$ cat src/rtl/rst_seq.sv
// Staged reset-release sequencer: holds all stage resets, waits for a stable PLL
// lock, then releases stages in ascending order with a fixed gap between them.
//
// state     | meaning
// ASSERT    | all stage resets asserted, counting the hold time
// WAIT_LOCK | hold complete, counting consecutive synchronized lock cycles
// RELEASE   | releasing one stage every GAP_CYC cycles
// RUN       | all stages released, outputs static

module rst_seq #(
  parameter int N_STAGE  = 3,
  parameter int HOLD_CYC = 16,
  parameter int LOCK_CYC = 8,
  parameter int GAP_CYC  = 4
) (
  input  logic               clk,
  input  logic               rst_main,
  input  logic               pll_lock,
  input  logic               sw_rst_req,
  output logic [N_STAGE-1:0] rst_out,
  output logic               rst_done,
  output logic [1:0]         seq_state,
  output logic [1:0]         rst_cause
);

  localparam int CNT_MAX_HL = (HOLD_CYC > LOCK_CYC) ? HOLD_CYC : LOCK_CYC;
  localparam int CNT_MAX    = (CNT_MAX_HL > GAP_CYC) ? CNT_MAX_HL : GAP_CYC;
  localparam int CNT_W      = (CNT_MAX > 1) ? $clog2(CNT_MAX) : 1;
  localparam int K_W        = (N_STAGE > 1) ? $clog2(N_STAGE) : 1;

  localparam logic [CNT_W-1:0] HOLD_TC = CNT_W'(HOLD_CYC - 1);
  localparam logic [CNT_W-1:0] LOCK_TC = CNT_W'(LOCK_CYC - 1);
  localparam logic [CNT_W-1:0] GAP_TC  = CNT_W'(GAP_CYC - 1);

  localparam logic [1:0] CAUSE_MAIN = 2'd0;
  localparam logic [1:0] CAUSE_SW   = 2'd1;
  localparam logic [1:0] CAUSE_LOCK = 2'd2;

  typedef enum logic [1:0] {
    ST_ASSERT    = 2'd0,
    ST_WAIT_LOCK = 2'd1,
    ST_RELEASE   = 2'd2,
    ST_RUN       = 2'd3
  } state_t;

  state_t             state_q,     state_d;
  logic [CNT_W-1:0]   cnt_q,       cnt_d;
  logic [K_W-1:0]     k_q,         k_d;
  logic [N_STAGE-1:0] rst_out_q,   rst_out_d;
  logic               rst_done_q,  rst_done_d;
  logic [1:0]         rst_cause_q, rst_cause_d;
  logic               lock_meta_q, lock_meta_d;
  logic               lock_s_q,    lock_s_d;
  logic               lock_lost;

  always_comb begin
    lock_meta_d = pll_lock;
    lock_s_d    = lock_meta_q;
    lock_lost   = !lock_s_q && (state_q == ST_RELEASE || state_q == ST_RUN);

    state_d     = state_q;
    cnt_d       = cnt_q;
    k_d         = k_q;
    rst_out_d   = rst_out_q;
    rst_done_d  = rst_done_q;
    rst_cause_d = rst_cause_q;

    if (sw_rst_req || lock_lost) begin
      state_d    = ST_ASSERT;
      cnt_d      = '0;
      k_d        = '0;
      rst_out_d  = '1;
      rst_done_d = 1'b0;
      // A request while already holding only restarts the hold; the cause is kept.
      if (sw_rst_req) begin
        if (state_q != ST_ASSERT) rst_cause_d = CAUSE_SW;
      end else begin
        rst_cause_d = CAUSE_LOCK;
      end
    end else begin
      case (state_q)
        ST_ASSERT: begin
          if (cnt_q == HOLD_TC) begin
            state_d = ST_WAIT_LOCK;
            cnt_d   = '0;
          end else begin
            cnt_d = cnt_q + 1'b1;
          end
        end
        ST_WAIT_LOCK: begin
          if (!lock_s_q) begin
            cnt_d = '0;
          end else if (cnt_q != LOCK_TC) begin
            cnt_d = cnt_q + 1'b1;
          end else begin
            rst_out_d[0] = 1'b0;
            cnt_d        = '0;
            k_d          = '0;
            if (N_STAGE == 1) begin
              state_d    = ST_RUN;
              rst_done_d = 1'b1;
            end else begin
              state_d = ST_RELEASE;
            end
          end
        end
        ST_RELEASE: begin
          if (cnt_q == GAP_TC) begin
            for (int i = 0; i < N_STAGE; i++) begin
              if (i == int'(k_q) + 1) rst_out_d[i] = 1'b0;
            end
            k_d   = k_q + 1'b1;
            cnt_d = '0;
            if (int'(k_q) + 1 == N_STAGE - 1) begin
              state_d    = ST_RUN;
              rst_done_d = 1'b1;
            end
          end else begin
            cnt_d = cnt_q + 1'b1;
          end
        end
        ST_RUN: begin
        end
        default: begin
          state_d = ST_ASSERT;
        end
      endcase
    end
  end

  always_ff @(posedge clk) begin
    if (rst_main) begin
      state_q     <= ST_ASSERT;
      cnt_q       <= '0;
      k_q         <= '0;
      rst_out_q   <= '1;
      rst_done_q  <= 1'b0;
      rst_cause_q <= CAUSE_MAIN;
      lock_meta_q <= 1'b0;
      lock_s_q    <= 1'b0;
    end else begin
      state_q     <= state_d;
      cnt_q       <= cnt_d;
      k_q         <= k_d;
      rst_out_q   <= rst_out_d;
      rst_done_q  <= rst_done_d;
      rst_cause_q <= rst_cause_d;
      lock_meta_q <= lock_meta_d;
      lock_s_q    <= lock_s_d;
    end
  end

  assign rst_out   = rst_out_q;
  assign rst_done  = rst_done_q;
  assign seq_state = state_q;
  assign rst_cause = rst_cause_q;

endmodule

$ cat config.mk
export PLATFORM = sky130hd
export DESIGN_NAME = rst_seq
export DESIGN_NICKNAME = d
export VERILOG_FILES = /design/src/rtl/rst_seq.sv
export SDC_FILE = /design/constraint.sdc
export NUM_CORES = 1
export LEC_CHECK = 0
export CAP_MARGIN = 20
export CORE_MARGIN = 2
export CORE_UTILIZATION = 53
export DETAILED_ROUTE_END_ITERATION = 6
export GPL_TIMING_DRIVEN = 0
export HOLD_SLACK_MARGIN = 0.15
export PLACE_DENSITY = 0.79
export SLEW_MARGIN = 20
export SYNTH_ARGS = -nofsm -noshare
export SYNTH_HDL_FRONTEND = slang
export SYNTH_SLANG_ARGS = --single-unit
$ cat constraint.sdc
create_clock -name clk -period 2.09 [get_ports clk]
set_clock_uncertainty 0.15 [all_clocks]
set_input_delay 0.418 -clock clk [delete_from_list [all_inputs] [get_ports clk]]
set_output_delay 0.418 -clock clk [all_outputs]
set_load 0.05 [all_outputs]
==> metrics.yaml <==
run_status: "finished, final reports clean"
post_drt_via_cell_ratio: 5.589
hold-path-cell-count: 1
critPathMaxFanout: 2
path_cells: "clkdlybuf4s50_1"
cts_buffers: 3
max_slew_margin: 0.6663
setup.reg_to_reg.worst_slack_ps: 150
first_global_vias: 708
routability_congestion_estimate_from_global_placement: 0.8003
fmaxAchievable_mhz: 497.8
max_cap_violations: 0
number_of_remaining_drc_errors: 0
final-hold-violation-count: 0
grt_remaining_overflow: 0
timing.critical_path.required_ps: 1520
track_usage: 0.1884
placed_area_mm2: 0.001066
drt_first_pass_iters: 4
grt_start_max_net_pins: 11
clk-insertion-delay-late_ps: 290
cp.arrival_ps: 1440
setup.worst_path.start_class: "register"
post_synth_xor_area_fraction: 0
layout-area-overhead-vs-synth_pct: 19.60
drtAntennaViolNets: 0
max-clock-path-buffers: 2
cp_endpoint: "rst_done"
mostFrequentLayoutCells: "dfxtp_1 (14), nand2_1 (12), ha_1 (10)"
power.leakage_nw: 0.4443
synth_top_cell_area_share: 0.3436
reg2reg_from: "seq_state[1]"
vdd.ir_drop.worst_v: 0.0003179
initial_utilization: 0.5519
timing.reg2reg.worst_path_depth: 6
ys_dominant_reg_cell: "dfxtp_1"
clock_sinks: 16
synth_async_sr_flop_share: 0
hold_path_class: "reg2reg"
num-nets-final: 140
critical_path.endpoint_type: "output pin"
power-per-cell-area_mw_per_mm2: 487.1
synth-seq-cells: 16
wl_mm: 1.638
ys_top_cells_by_area: "dfxtp_1 (34%), ha_1 (15%), nand2_1 (4.8%), a21oi_1 (4.3%), nor2b_1 (3.4%)"
final_critical_path_setup_slack_ps: 81.29
synthesis.nets: 124
synth_enable_flop_cells: 0
post_synth_fa_ha_maj_area_fraction: 0.1477
cts.clk_slew.worst_paths_ps: 90
postCtsHoldBufs: 0
io_pins: 12
crit_slowest_cell: "clkdlybuf4s50_1"
worst_slew_pin_slew_ps: 499.7
die_width_um: 45.94
min_cycle_time_layout_ps: 2009
setup_viol: 0
timing.critical_path.from: "rst_done"
num_rows: 15
core_region_area_mm2: 0.001689
synth_sequential_area_ratio: 0.3436
ctsHtreeMaxLevel: 1
worstSetupPathDepth: 1
grt_first_pass_wirelength_mm: 2.842
die_height_um: 45.94
cts-root-buf: "clkbuf_4"
total_design_power_mw: 0.5430
yosysTopAreaCell: "dfxtp_1"
start_to_end_type_of_the_worst_setup_path: "reg2out"
totalNegativeSetupSlack_ps: 0
yosysWarningCount: 0
number_of_violations_reported_at_the_end_of_detailed_routing_iteration_0: 20
timing.hold.ws_ps: 301.7
cp_top_family: "buffers and inverters"
design.die.area_mm2: 0.002110
synth.mux.area_fraction: 0.03356
detailedPlace.worstSlack_ps: 141.3
routed_wire_length_per_instance_um: 11.62
post_route_cells_drive_above_1_share: 0.1048
timing.critical_path.slowest_cell_delay_ps: 800
dp_hpwl_mm: 1.248
synthSimpleGateAreaFrac: 0.2497
timing.final.max_slew_violations: 0
synth-compound-area-share: 0.1906
post-route-period-util: 0.9611
mappedNetlistArea_um2: 932.1
worst-path-buf-inv: 1
unrepaired_setup_endpoints_after_global_routing: "no"
antenna_cells_inserted: 0
antenna_found_initial: 0
port_buffers: 11
reg2reg_to: "k_q[1]"
syn_area_per_cell_um2: 8.552
post_synth_num_cell_types: 35
synth_top_family_by_area: "simple AND/OR/NAND/NOR gates"
most_common_cell_after_layout_fill_and_taps_aside: "dfxtp_1"
postSynthCellCount: 109
num_vias: 788
tritoncts: "built"
post-route-cell-area_mm2: 0.001115
-- logic make-up after synthesis --
logic type / Yosys count
buffers and inverters: 8
adders and majority gates: 11
and+or+nand+nor: 44
muxes: 3
DFF: 16
AOI/OAI and AO/OA: 27
-- per-layer routing --
| metal | vias to the layer above | share of wire | track usage |
|---|---|---|---|
| li1 | 412 | - | - |
| met1 | 362 | 0.47 | 0.2434 |
| met2 | 11 | 0.48 | 0.3000 |
| met3 | 3 | 0.031 | 0.03571 |
| met4 | 0 | 0.016 | 0.08571 |
| met5 | - | 0 | 0 |
-- what timing repair did --
action                                  CTS  global route
resized for setup                         1             4
buffers inserted                          0             0
endpoints found under the setup margin    1             4
-- power breakdown --
group          internal (mW)  total, mW  switching [mW]
Combinational         0.0127     0.0244          0.0117
Clock                  0.106      0.208           0.102
Sequential             0.308      0.311         0.00248
-- final cells by class --
class | instances | area [um^2]
timing repair buffer | 11 | 113.9
fill | 152 | 574.3
sequential | 16 | 322.8
multi-input combinational | 85 | 588.1
inverter | 5 | 18.77
buffer | 3 | 13.76
clock buffer | 4 | 36.28
tap | 17 | 21.27
-- cells in the mapped netlist, types with 2 or more instances --
cell type,count
o21ai_0,5
nor3_1,2
dfxtp_1,16
o21bai_1,2
nand2_1,12
a21oi_1,8
o211ai_1,2
nand2b_1,3
a21o_1,3
inv_1,5
ha_1,11
buf_2,2
mux2i_1,2
nor2_1,8
nor2b_1,5
nand3_1,4
-- worst min path at each step --
stage	startpoint	end	slack [ps]
finish	lock_meta_q	lock_s_q	300
global route	lock_meta_q	lock_s_q	330
CTS	lock_meta_q	lock_s_q	310
detailed placement	lock_meta_q	lock_s_q	290
global placement	lock_meta_q	lock_s_q	270
floorplan	lock_meta_q	lock_s_q	260
-- sequential cells by signal, indices dropped and copies added, names as in the netlist --
name	flops
cnt_q	4
k_q	2
lock_meta_q	1
lock_s_q	1
rst_cause	2
rst_done	1
rst_out	3
seq_state	2
-- through the flow --
stage	util	cells
floorplan	-	109
CTS	0.6519	141
finish	0.6600	141
detailed placement	0.6311	137
global placement	0.6311	137
global route	0.6600	141
No activity file was read; power rests on OpenSTA's default activity.
